`config.mk`:
```
export PLATFORM = sky130hd
export DESIGN_NAME = mem_arbiter_2m_flat
export DESIGN_NICKNAME = d
export VERILOG_FILES = /design/src/rtl/mem_arbiter_2m_pkg.sv /design/src/rtl/mem_arbiter_2m_if.sv /design/src/rtl/mem_arbiter_2m_rr_pick.sv /design/src/rtl/mem_arbiter_2m.sv /design/src/flat_wrapper.sv
export SDC_FILE = /design/constraint.sdc
export NUM_CORES = 1
export LEC_CHECK = 0
export ABC_CLOCK_PERIOD_IN_PS = 2300
export CAP_MARGIN = 0
export CORE_AREA = 2 2 135 137
export CTS_BUF_LIST = sky130_fd_sc_hd__clkbuf_4
export CTS_CLUSTER_SIZE = 14
export DETAILED_ROUTE_END_ITERATION = 10
export DIE_AREA = 0 0 137 139
export PLACE_DENSITY = 0.6
export SLEW_MARGIN = 20
export SYNTH_ARGS = -nofsm -noshare
export SYNTH_HDL_FRONTEND = slang
export SYNTH_SLANG_ARGS = --single-unit
```
`constraint.sdc`:
```
create_clock -name clk -period 2.3 [get_ports clk]
set_input_delay 0.575 -clock clk [delete_from_list [all_inputs] [get_ports clk]]
set_output_delay 0.575 -clock clk [all_outputs]
set_load 0.005 [all_outputs]
```
`src/rtl/mem_arbiter_2m_pkg.sv`:
```
// Shared types and constants for the two-master PicoRV32-native memory arbiter.
package mem_arb_pkg;

   typedef enum logic {
      IDLE = 1'b0,
      BUSY = 1'b1
   } state_e;

   localparam logic [31:0] ERR_RDATA_DEF = 32'hDEADBEEF;
   // Upper 12 address bits that select the LED MMIO decoder behind the slave.
   localparam logic [11:0] MMIO_BASE = 12'hFF2;

endpackage

```
`src/rtl/mem_arbiter_2m_if.sv`:
```
// PicoRV32-native memory bus. valid/ready: the requester raises valid with stable fields and holds
// them until the responder returns a single-cycle ready pulse; rdata is meaningful only during that pulse.
interface mem_arbiter_2m_if;
   logic        valid;
   logic        instr;
   logic [31:0] addr;
   logic [31:0] wdata;
   logic [3:0]  wstrb;
   logic        ready;
   logic [31:0] rdata;

   modport master (output valid, instr, addr, wdata, wstrb, input ready, rdata);
   modport slave  (input valid, instr, addr, wdata, wstrb, output ready, rdata);
endinterface

```
`src/rtl/mem_arbiter_2m_rr_pick.sv`:
```
// Two-way round-robin picker: a lone requester wins, on contention the one not served last wins.
module mem_arb_rr_pick (
   input  logic [1:0] valid,
   input  logic       last_grant,
   output logic       grant,
   output logic       any
);

   assign any = |valid;

   always_comb begin
      grant = 1'b0;
      case (valid)
         2'b01:   grant = 1'b0;
         2'b10:   grant = 1'b1;
         2'b11:   grant = ~last_grant;
         default: grant = 1'b0;
      endcase
   end

endmodule

```
`src/rtl/mem_arbiter_2m.sv`:
```
// Shares one memory slave between two masters, one transaction in flight, with a stall timeout
// that completes the master with ERR_RDATA and records the failing address.
module mem_arbiter_2m
   import mem_arb_pkg::*;
#(
   parameter int unsigned TIMEOUT_CYCLES = 255,
   parameter int unsigned TIMEOUT_W      = 8,
   parameter logic [31:0] ERR_RDATA      = ERR_RDATA_DEF
) (
   input  logic                    clk,
   input  logic                    resetn,
   mem_arbiter_2m_if.slave         m0,
   mem_arbiter_2m_if.slave         m1,
   mem_arbiter_2m_if.master        mem,
   output logic                    err_flag,
   output logic [31:0]             err_addr,
   output state_e                  dbg_state
);

   localparam logic [TIMEOUT_W-1:0] CNT_LAST = TIMEOUT_W'(TIMEOUT_CYCLES - 1);

   state_e                state_q, state_d;
   logic                  mem_valid_q, mem_valid_d;
   logic                  grant_q, grant_d;
   logic                  last_grant_q, last_grant_d;
   logic [TIMEOUT_W-1:0]  cnt_q, cnt_d;
   logic                  err_flag_q, err_flag_d;
   logic [31:0]           err_addr_q, err_addr_d;
   logic                  pick_grant, pick_any;
   logic                  done_ok, done_to, done;
   logic [31:0]           rdata_sel;

   mem_arb_rr_pick u_pick (
      .valid      ({m1.valid, m0.valid}),
      .last_grant (last_grant_q),
      .grant      (pick_grant),
      .any        (pick_any)
   );

   always_comb begin
      state_d      = state_q;
      mem_valid_d  = mem_valid_q;
      grant_d      = grant_q;
      last_grant_d = last_grant_q;
      cnt_d        = cnt_q;
      err_flag_d   = err_flag_q;
      err_addr_d   = err_addr_q;
      done_ok      = 1'b0;
      done_to      = 1'b0;
      case (state_q)
         IDLE: begin
            if (pick_any) begin
               grant_d     = pick_grant;
               mem_valid_d = 1'b1;
               cnt_d       = '0;
               state_d     = BUSY;
            end
         end
         BUSY: begin
            // A real response in the last timeout cycle still counts as a normal completion.
            if (mem.ready) begin
               done_ok      = 1'b1;
               mem_valid_d  = 1'b0;
               last_grant_d = grant_q;
               state_d      = IDLE;
            end else if (cnt_q == CNT_LAST) begin
               done_to      = 1'b1;
               err_flag_d   = 1'b1;
               err_addr_d   = mem.addr;
               mem_valid_d  = 1'b0;
               last_grant_d = grant_q;
               state_d      = IDLE;
            end else begin
               cnt_d = cnt_q + 1'b1;
            end
         end
         default: state_d = IDLE;
      endcase
   end

   always_ff @(posedge clk) begin
      if (!resetn) begin
         state_q      <= IDLE;
         mem_valid_q  <= 1'b0;
         grant_q      <= 1'b0;
         last_grant_q <= 1'b1;
         cnt_q        <= '0;
         err_flag_q   <= 1'b0;
         err_addr_q   <= '0;
      end else begin
         state_q      <= state_d;
         mem_valid_q  <= mem_valid_d;
         grant_q      <= grant_d;
         last_grant_q <= last_grant_d;
         cnt_q        <= cnt_d;
         err_flag_q   <= err_flag_d;
         err_addr_q   <= err_addr_d;
      end
   end

   assign mem.valid = mem_valid_q;
   assign mem.instr = grant_q ? m1.instr : m0.instr;
   assign mem.addr  = grant_q ? m1.addr  : m0.addr;
   assign mem.wdata = grant_q ? m1.wdata : m0.wdata;
   // Strobes are masked while idle so a stale grant can never look like a write.
   assign mem.wstrb = (state_q == BUSY) ? (grant_q ? m1.wstrb : m0.wstrb) : 4'b0000;

   assign done      = resetn && (done_ok || done_to);
   assign rdata_sel = done_ok ? mem.rdata : ERR_RDATA;
   assign m0.ready  = done && !grant_q;
   assign m1.ready  = done && grant_q;
   assign m0.rdata  = m0.ready ? rdata_sel : 32'h0;
   assign m1.rdata  = m1.ready ? rdata_sel : 32'h0;

   assign err_flag  = err_flag_q;
   assign err_addr  = err_addr_q;
   assign dbg_state = state_q;

endmodule

```
`src/flat_wrapper.sv`:
```
// flat-port wrapper written by rule: the top's interface ports become plain ports
module mem_arbiter_2m_flat import mem_arb_pkg::*;
#(
   parameter int unsigned TIMEOUT_CYCLES = 255,
   parameter int unsigned TIMEOUT_W      = 8,
   parameter logic [31:0] ERR_RDATA      = ERR_RDATA_DEF
)
  (clk, resetn, err_flag, err_addr, dbg_state, m0_valid, m0_instr, m0_addr, m0_wdata, m0_wstrb, m0_ready, m0_rdata, m1_valid, m1_instr, m1_addr, m1_wdata, m1_wstrb, m1_ready, m1_rdata, mem_valid, mem_instr, mem_addr, mem_wdata, mem_wstrb, mem_ready, mem_rdata);
  mem_arbiter_2m_if m0_i ();
  mem_arbiter_2m_if m1_i ();
  mem_arbiter_2m_if mem_i ();
  input  logic clk;
  input  logic resetn;
  output logic err_flag;
  output logic [31:0] err_addr;
  output state_e dbg_state;
  input wire logic [$bits(m0_i.valid)-1:0] m0_valid;
  input wire logic [$bits(m0_i.instr)-1:0] m0_instr;
  input wire logic [$bits(m0_i.addr)-1:0] m0_addr;
  input wire logic [$bits(m0_i.wdata)-1:0] m0_wdata;
  input wire logic [$bits(m0_i.wstrb)-1:0] m0_wstrb;
  output wire logic [$bits(m0_i.ready)-1:0] m0_ready;
  output wire logic [$bits(m0_i.rdata)-1:0] m0_rdata;
  input wire logic [$bits(m1_i.valid)-1:0] m1_valid;
  input wire logic [$bits(m1_i.instr)-1:0] m1_instr;
  input wire logic [$bits(m1_i.addr)-1:0] m1_addr;
  input wire logic [$bits(m1_i.wdata)-1:0] m1_wdata;
  input wire logic [$bits(m1_i.wstrb)-1:0] m1_wstrb;
  output wire logic [$bits(m1_i.ready)-1:0] m1_ready;
  output wire logic [$bits(m1_i.rdata)-1:0] m1_rdata;
  output wire logic [$bits(mem_i.valid)-1:0] mem_valid;
  output wire logic [$bits(mem_i.instr)-1:0] mem_instr;
  output wire logic [$bits(mem_i.addr)-1:0] mem_addr;
  output wire logic [$bits(mem_i.wdata)-1:0] mem_wdata;
  output wire logic [$bits(mem_i.wstrb)-1:0] mem_wstrb;
  input wire logic [$bits(mem_i.ready)-1:0] mem_ready;
  input wire logic [$bits(mem_i.rdata)-1:0] mem_rdata;
  assign m0_i.valid = m0_valid;
  assign m0_i.instr = m0_instr;
  assign m0_i.addr = m0_addr;
  assign m0_i.wdata = m0_wdata;
  assign m0_i.wstrb = m0_wstrb;
  assign m0_ready = m0_i.ready;
  assign m0_rdata = m0_i.rdata;
  assign m1_i.valid = m1_valid;
  assign m1_i.instr = m1_instr;
  assign m1_i.addr = m1_addr;
  assign m1_i.wdata = m1_wdata;
  assign m1_i.wstrb = m1_wstrb;
  assign m1_ready = m1_i.ready;
  assign m1_rdata = m1_i.rdata;
  assign mem_valid = mem_i.valid;
  assign mem_instr = mem_i.instr;
  assign mem_addr = mem_i.addr;
  assign mem_wdata = mem_i.wdata;
  assign mem_wstrb = mem_i.wstrb;
  assign mem_i.ready = mem_ready;
  assign mem_i.rdata = mem_rdata;
  mem_arbiter_2m #(.TIMEOUT_CYCLES(TIMEOUT_CYCLES), .TIMEOUT_W(TIMEOUT_W), .ERR_RDATA(ERR_RDATA)) u_core (.clk(clk), .resetn(resetn), .m0(m0_i), .m1(m1_i), .mem(mem_i), .err_flag(err_flag), .err_addr(err_addr), .dbg_state(dbg_state));
endmodule
```
# --- Yosys cells after proc, flatten, opt, wreduce, memory -nomap -nowiden ---
# Cells that the tools add are included.
# Widths: inputs -> output; s select.
totals:
  ff_bits: 45
  input_bits: 175
  output_inout_bits: 170
  wordCells: 58
op_classes:
  n_addsub: 1
  n_eq_ne: 7
  mux: 28
  bitwise: 3
  n_reduce_logical: 12
ops:
  columns: ["op", "n"]
  rows:
  - ["$mux 32", 5]
  - ["$mux 8", 3]
  - ["$pmux 8 s2", 1]
  - ["$mux 1", 14]
  - ["$add 8x1->8 const B", 1]
  - ["$eq 8x8->1 const B", 1]
  - ["$mux 4", 2]
  - ["$pmux 1 s2", 3]
  - ["$reduce_and 2->1", 3]
  - ["$reduce_and 3->1", 2]
  - ["$eq 2x2->1 const B", 2]
  - ["$ne 2x2->1 const B", 2]
  - ["$logic_and 1x1->1", 3]
  - ["$ne 3x3->1 const B", 1]
  - ["$not 1->1", 3]
  - ["$ne 2x1->1 const B", 1]
  - ["$reduce_bool 2->1", 1]
  - ["$reduce_or 2->1", 1]
  - ["$logic_not 1->1", 1]
  - ["$logic_or 1x1->1", 1]

# --- Depth between registers and ports, before layout ---
# Gate-level depths: netlist of run 1.
depth:
  depth_word: 8
  depth_mapped: 9

# --- Modules after synthesis ---
# A second synthesis of run 1 with hierarchy kept.
unflattened:
  cells_unflattened: 365
  area_unflattened_um2: 3250.6
by_module_without_submodules:
  columns: ["mod", "n_inst", "cells_per_inst", "area_per_inst_um2", "seq_area_each_um2"]
  rows:
  - ["mem_arbiter_2m", 1, 363, 3236.9, 900.9]
  - ["mem_arb_rr_pick", 1, 2, 13.8, 0.0]

# --- Least setup slack after synthesis of run 1 ---
# OpenSTA, ideal clock, no wires.
synth_timing:
  path_kind: "reg2out"
  start: "reg u_core.cnt_q[0]"
  end: "out m1_ready"
  t_arrival_ns: 1.572
  required_time_ns: 1.725
  path_slack_ns: 0.153
  stages_incl_launch_ff: 9
  n_path_buf: 2
  path_cell_list: "dfxtp_1 -> inv_1 -> ha_1 -> and3_1 -> buf_4 -> a21o_1 -> nand3_1 -> clkbuf_1 -> inv_1"
synth_via:
  elab_chain_cells: 7
synth_lines:
  columns: ["element", "line_no", "source"]
  rows:
  - ["from (decl)", "mem_arbiter_2m.sv:26", "logic [TIMEOUT_W-1:0] cnt_q, cnt_d;"]
  - ["from (signal assigned)", "mem_arbiter_2m.sv:95", "cnt_q <= cnt_d;"]
  - ["$eq 8x8->1", "mem_arbiter_2m.sv:66", "end else if (cnt_q == CNT_LAST) begin"]
  - ["$mux 1", "mem_arbiter_2m.sv:66", null]
  - ["$mux 1", "mem_arbiter_2m.sv:61", "if (mem.ready) begin"]
  - ["$mux 1", "mem_arbiter_2m.sv:50", "case (state_q)"]
  - ["$logic_or 1x1->1", "mem_arbiter_2m.sv:108", "assign done = resetn && (done_ok || done_to);"]
  - ["$logic_and 1x1->1", "mem_arbiter_2m.sv:108", null]
  - ["$logic_and 1x1->1", "mem_arbiter_2m.sv:111", "assign m1.ready = done && grant_q;"]
  - ["to (decl)", "flat_wrapper.sv:29", "output wire logic [$bits(m1_i.ready)-1:0] m1_ready;"]
# Every way passes these cells.

# --- Worst setup path after layout of run 1 ---
layout_timing:
  start: "in mem_ready"
  end: "out m0_rdata[7]"
layout_via:
  elab_chain_cells: 6
layout_lines:
  columns: ["element", "line_no", "source"]
  rows:
  - ["from (decl)", "flat_wrapper.sv:36", "input wire logic [$bits(mem_i.ready)-1:0] mem_ready;"]
  - ["$mux 1", "mem_arbiter_2m.sv:61", null]
  - ["$mux 1", "mem_arbiter_2m.sv:50", null]
  - ["$logic_or 1x1->1", "mem_arbiter_2m.sv:108", null]
  - ["$logic_and 1x1->1", "mem_arbiter_2m.sv:108", null]
  - ["$logic_and 1x1->1", "mem_arbiter_2m.sv:110", "assign m0.ready = done && !grant_q;"]
  - ["$mux 32 *", "mem_arbiter_2m.sv:112", "assign m0.rdata = m0.ready ? rdata_sel : 32'h0;"]
  - ["to (decl)", "flat_wrapper.sv:23", "output wire logic [$bits(m0_i.rdata)-1:0] m0_rdata;"]
# Every way passes the cells marked *; elsewhere a longest branch is shown, timed or not.

==> flow_summary.yaml, run 1 <==
outcome:
  outcome: "finished, violations left"
  violations: "setup timing"
timing:
  max_slew_margin: 0.7554
  min_period_over_period: 1.174
  tns_ps: -22810
  tightest_slew_ps: 363.0
  setup_slack_ps: -401.3
  finClkSkew_ps: 7.451
  period_needed_ps: 2701
  max_freq_mhz: 370.2
  hold_viol: 0
  setup_viol: 107
  rsz0062_at_grt: "true"
  final-max-slew-violation-count: 0
worst_setup_path:
  end_kind: "output port"
  crit_buf_inv: 5
  crit_type: "input port to output port"
  critical-path-top-delay-family: "buffers and inverters"
  worstPathMaxFanout: 8
  slowest_stage: "clkdlybuf4s50_1"
  cpMostUsedCell: "buf_12"
  path_cells: "clkdlybuf4s50_1 -> a21oi_2 -> or3_4 -> buf_12 -> buf_12 -> buf_16 -> nor2_1 -> buf_2"
  worstPathArrival_ps: 2130
  required_ps: 1730
  r2r_start: "u_core.grant_q$_SDFFE_PN0P_"
  startpoint_type: "input port"
  cp_slowest_stage_delay_ps: 500
  startpoint: "mem_ready"
synthesis:
  netlist_area_um2: 3133
  synth_nets: 550
  synth_edf_count: 0
  syn_area_per_cell_um2: 8.399
  synth_cell_type_count: 34
  ys_seq_area_frac: 0.2875
  ys_ff_latch: 45
  synthCells: 373
  synth_warnings: 0
  async_flop_share: 0
  synth_ff_type: "dfxtp_1"
placed_design:
  dpl_cell_area_um2: 7134
  portBuffers: 344
  dp_cells: 965
  dp_hpwl_mm: 11.65
  gp_congestion: 0.8269
drt:
  wl_mm: 16.57
  drt_pass1_iterations: 5
  wire_per_inst_um: 16.01
  vias: 4353
  drtIter0Drc: 110
  drtAntennaViolNets: 0
  drcViolationCount: 0
  vias_per_cell: 4.206
final_layout:
  nets: 982
  antennaDiodeCount: 0
  syn_to_final_growth_pct: 159.0
  final_cell_area_um2: 8115
  drive_gt1_frac: 0.4615
  fin_cells: 1035
grt:
  grt_antenna_before_repair: 1
  use_met3: 0.03874
  track_usage: 0.1576
  grt_overflow: 0
  grt-busiest-layer: "met2"
  met1_usage: 0.1903
  met2_usage: 0.2791
  grt_max_degree: 34
  grt_pass1_vias: 4091
  grt_pass1_wl_mm: 23.34
floorplanning:
  die_w_um: 137
  pin_count: 345
  rows: 49
  core_um2: 17660
  die_area_um2: 19040
  die_y_um: 139
  start_util: 0.1774
flow_run:
  drv_cap: 0
power_and_ir_drop:
  switching_share: 0.2569
  p_leak_nw: 3.534
  p_total_mw: 2.561
  p_switching_uw: 658.0
  power.internal_mw: 1.903
  vdd_ir_drop_max_mv: 0.2638
  clkPwrFrac: 0.237
  seq_power_share: 0.309
  p_comb_frac: 0.455
  power_density_nw_per_um2: 315.6
clock_network:
  cts_made_buffers: 5
  clk_pin_slew_worst_paths_ps: 140
  cts-root-buf: "clkbuf_4"
  insertion_delay_ps: 370
  htreeDepth: 2
  cts_tree: "yes"
  clk_path_buf_depth: 2
  cts_sinks: 45
hold_path:
  hold_path.class: "flip-flop to flip-flop"
  hold_start: "u_core.err_flag$_SDFFE_PN0P_"
[layout by cell type, fill, tap and decap left out, types with 5 or more instances in the layout]
| cell | Yosys | final |
|---|---|---|
| a21oi_1 | 5 | 5 |
| buf_12 | 1 | 15 |
| buf_16 | 0 | 11 |
| buf_2 | 7 | 53 |
| buf_4 | 2 | 59 |
| buf_6 | 6 | 50 |
| clkbuf_2 | 0 | 41 |
| clkbuf_4 | 0 | 5 |
| clkdlybuf4s15_1 | 0 | 7 |
| clkdlybuf4s50_1 | 0 | 209 |
| dfxtp_1 | 45 | 42 |
| inv_1 | 8 | 6 |
| mux2_2 | 65 | 35 |
| mux2_4 | 0 | 30 |
| mux2i_1 | 36 | 32 |
| nand2_1 | 13 | 13 |
| nand3_1 | 10 | 9 |
| nor2_1 | 121 | 83 |
| nor2_2 | 0 | 19 |
| nor2_4 | 9 | 28 |
| o21ai_0 | 5 | 5 |
[Yosys cell counts (2+ instances only)]
library cell / n / area [um^2]
nor2_4: 9 / 101.4
ha_1: 2 / 25.02
o31ai_1: 3 / 22.52
mux2i_1: 36 / 360.4
a21oi_1: 5 / 25.02
buf_6: 6 / 67.56
inv_1: 8 / 30.03
mux2_2: 65 / 732.0
o21ai_0: 5 / 25.02
or3_1: 3 / 18.77
buf_4: 2 / 15.01
and3_1: 2 / 12.51
nand3_1: 10 / 50.05
clkbuf_1: 11 / 41.29
a21o_1: 2 / 15.01
dfxtp_1: 45 / 900.9
buf_2: 7 / 35.03
nor2_1: 121 / 454.2
o21a_1: 2 / 15.01
o211ai_1: 3 / 22.52
nand2_1: 13 / 48.80
[through the flow]
stage	hold slack [ps]	utilization	worst slack, ps
finish	498.4	0.4596	-401.3
global route	529.5	0.4596	-484.4
CTS	493.7	0.4466	-409.7
detailed placement	461.3	0.4041	-728.5
global placement	449.3	0.4041	-698.0
floorplan	440.4	-	153.2
[power by group through the flow]
stage | clock network [mW] | registers, mW | logic [mW]
after floorplan | 0 | 0.809 | 0.271
after global placement | 0 | 0.808 | 0.943
after detailed placement | 0 | 0.807 | 0.943
after CTS | 0.627 | 0.792 | 1.07
after global routing | 0.668 | 0.792 | 1.24
final | 0.606 | 0.791 | 1.16
[cells by family after synthesis]
logic type | after synthesis | synth area share
multiplexers | 101 | 0.3486
adder cells (fa/ha/maj) | 2 | 0.007986
buffers and inverters | 36 | 0.06789
AO/OA/AOI/OAI | 25 | 0.05311
flip-flops | 45 | 0.2875
AND/OR/NAND/NOR | 164 | 0.2348
[sequential cells by signal, indices dropped and copies added (netlist names)]
signal / cells
u_core.grant_q: 1
u_core.mem.valid: 1
u_core.cnt_q: 8
u_core.dbg_state: 1
u_core.err_flag: 1
u_core.last_grant_q: 1
u_core.err_addr: 32
[final cells by class]
class                           instances  area [um^2]
Fill cell                            1731         9542
Timing Repair Buffer                  453         4377
Multi-Input combinational cell        292         2407
Sequential cell                        45        907.1
Tap cell                              229        286.5
Clock inverter                          3        65.06
Clock buffer                            5        37.54
Inverter                                8        35.03
[path summary, 6_finish.rpt]
| path | end | slack [ps] | cells after the start |
|---|---|---|---|
| max | m0_rdata[7] | -400 | 8 |
| min | u_core.err_flag$_SDFFE_PN0P_ | 500 | 2 |
| max reg2reg | u_core.err_addr[19]$_SDFFE_PN0P_ | 280 | 12 |
| min reg2reg | u_core.err_flag$_SDFFE_PN0P_ | 500 | 2 |
[worst register-to-register path: stages, from the launching register on]
cell	delay, ps
dfxtp_4	380
buf_6	110
buf_12	130
buf_16	130
buf_8	120
buf_6	110
buf_6	110
mux2_4	300
buf_4	130
buf_4	120
buf_4	120
mux2i_1	130
nor2_1	50
[layer usage]
layer  routed length (um)  part of all wire
met1                 6638              0.40
met2                 8341              0.50
met3                 1370             0.083
met4                  220             0.013
met5                    0                 0
[repair_timing]
item,in CTS,in global routing
pin swaps,37,4
hold buffers,0,0
gates cloned,11,1
setup endpoints to repair,135,121
setup buffers,31,22
resized for setup,431,225
(Power assumes the default switching activity.)
==> run 2, diff against run 1 <==
--- a/config.mk
+++ b/config.mk
@@ -12,6 +12,7 @@
 export CTS_CLUSTER_SIZE = 14
 export DETAILED_ROUTE_END_ITERATION = 10
 export DIE_AREA = 0 0 137 139
+export MAX_ROUTING_LAYER = met4
 export PLACE_DENSITY = 0.6
 export SLEW_MARGIN = 20
 export SYNTH_ARGS = -nofsm -noshare
==> constraint.sdc (replaced) <==
create_clock -name clk -period 2.3 [get_ports clk]
set_input_delay 0.23 -clock clk [delete_from_list [all_inputs] [get_ports clk]]
set_output_delay 0.23 -clock clk [all_outputs]
set_load 0.005 [all_outputs]
==> flow_summary.yaml, run 2 (synthesized netlist as in run 1, its figures left out) <==
clock_network:
  insertion_delay_ps: 360
  htreeDepth: 2
  cts_sinks: 45
  cts-root-buf: "clkbuf_4"
  cts_made_buffers: 5
  clk_path_buf_depth: 2
  ctsHoldBuffers: 0
  cts_tree: "yes"
  clk_pin_slew_worst_paths_ps: 140
floorplanning:
  start_util: 0.1774
  core_um2: 17660
  rows: 49
  die_y_um: 139
  pin_count: 345
  die_w_um: 137
  die_area_um2: 19040
timing:
  setup_viol: 0
  rsz0062_at_grt: "true"
  min_period_over_period: 0.9912
  tightest_slew_ps: 542.6
  finClkSkew_ps: 13.67
  hold_ws_ps: 466.7
  hold_viol: 0
  max_slew_margin: 0.6369
  max_freq_mhz: 438.6
  period_needed_ps: 2280
  final-max-slew-violation-count: 0
drt:
  drtAntennaViolNets: 0
  wire_per_inst_um: 15.58
  drt_pass1_iterations: 4
  drtIter0Drc: 125
  drcViolationCount: 0
  vias: 4024
  wl_mm: 15.00
  vias_per_cell: 4.179
final_layout:
  drive_gt1_frac: 0.2960
  nets: 909
  multiInputGateArea_um2: 2157
  final_core_utilization: 0.4033
  final_common_cell: "clkdlybuf4s50_1"
  final_cell_mix: "clkdlybuf4s50_1, nor2_1, mux2_2"
  fin_cells: 963
  nFillCells: 1801
  largest_reg_flops: 32
  seqCellArea_um2: 907.1
  syn_to_final_growth_pct: 127.3
  final_cell_area_um2: 7121
worst_setup_path:
  end_kind: "output port"
  worstPathArrival_ps: 2050
  required_ps: 2070
  worstPathMaxFanout: 8
  crit_type: "flip-flop to output port"
  startpoint_type: "flip-flop"
power_and_ir_drop:
  clkPwrFrac: 0.223
  p_leak_nw: 2.868
  vdd_ir_drop_max_mv: 0.2273
  p_total_mw: 2.195
  p_comb_frac: 0.416
  seq_power_share: 0.361
  power_density_nw_per_um2: 308.2
  power.internal_mw: 1.626
  p_switching_uw: 568.5
  switching_share: 0.2590
placed_design:
  portBuffers: 344
  dpl_cell_area_um2: 6892
  dp_hpwl_mm: 11.16
  dp_cells: 936
  gp_congestion: 0.8749
grt:
  grt_pass1_wl_mm: 21.29
  grt_max_degree: 72
  grt_pass1_vias: 3731
  grt_overflow: 0
  use_met3: 0.03436
  met1_usage: 0.1767
  grt_antenna_before_repair: 1
  track_usage: 0.1467
  met2_usage: 0.2474
  grt-busiest-layer: "met2"
outcome:
  outcome: "completed"
hold_path:
  hold_path.class: "input port to flip-flop"
flow_run:
  drv_cap: 0
==> run 2: cell types whose count changed in the layout (fill, tap and decap cells not counted), moves of 5 or more <==
cell / before / now
buf_4: 59 / 14
buf_12: 15 / 7
buf_16: 11 / 6
nor2_4: 28 / 15
mux2_2: 35 / 65
clkdlybuf4s15_1: 7 / 1
nor2_1: 83 / 97
buf_6: 50 / 7
clkbuf_2: 41 / 2
clkdlybuf4s50_1: 209 / 278
buf_2: 53 / 60
mux2_4: 30 / 0
==> run 2: critical path, stage by stage, from the launching register on <==
cell and delay, ps:
dfxtp_2 360, inv_2 40, ha_4 140, and3_4 180, buf_6 110, a21o_1 200
nand3_4 120, buf_8 150, buf_16 140, buf_6 100, nor2_2 20, buf_2 130
==> run 2: path summary, 6_finish.rpt <==
check                               start                         endpoint  slack [ps]  cells past startpoint
max reg2reg  u_core.cnt_q[0]$_SDFFE_PN0P_  u_core.err_addr[3]$_SDFFE_PN0P_         360                     10
min                              m1_valid      u_core.grant_q$_SDFFE_PN0P_         470                      3
max          u_core.cnt_q[0]$_SDFFE_PN0P_                      m1_rdata[7]          20                     11
min reg2reg  u_core.err_flag$_SDFFE_PN0P_     u_core.err_flag$_SDFFE_PN0P_         490                      2
==> run 2: timing repair <==
item / in CTS / in global routing
resized for setup: 278 / 34
cloned: 8 / 1
setup endpoints to repair: 67 / 94
pin swaps: 9 / 17
buffers inserted: 11 / 2
==> run 2: area by class of cell <==
cell class / instances / share of cell area
Antenna cell: 1 / 0.0003514
Clock buffer: 5 / 0.005271
Clock inverter: 3 / 0.005799
Inverter: 8 / 0.004217
Multi-Input combinational cell: 292 / 0.3029
Sequential cell: 45 / 0.1274
Tap cell: 229 / 0.04024
Timing Repair Buffer: 380 / 0.5138
==> run 2: power groups by stage <==
stage	Sequential (mW)	Clock [mW]	Combinational, mW
after floorplan	0.809	0	0.271
after global placement	0.808	0	0.884
after detailed placement	0.808	0	0.884
after CTS	0.791	0.515	0.917
after global routing	0.795	0.545	0.976
final	0.793	0.489	0.913
==> run 2: through the flow <==
step                setup TNS [ps]  setup slack [ps]
detailed placement          -593.6            -40.42
floorplan                        0             498.2
CTS                          -2945            -177.6
global placement            -40.61            -5.828
finish                           0             20.22
global route                -210.8            -75.90
==> run 2: metal layers <==
metal / vias to the layer above / wire length, um
met1: 1847 / 5970
met3: 14 / 1417
met5: - / 0
met2: 188 / 7441
li1: 1975 / -
met4: 0 / 171
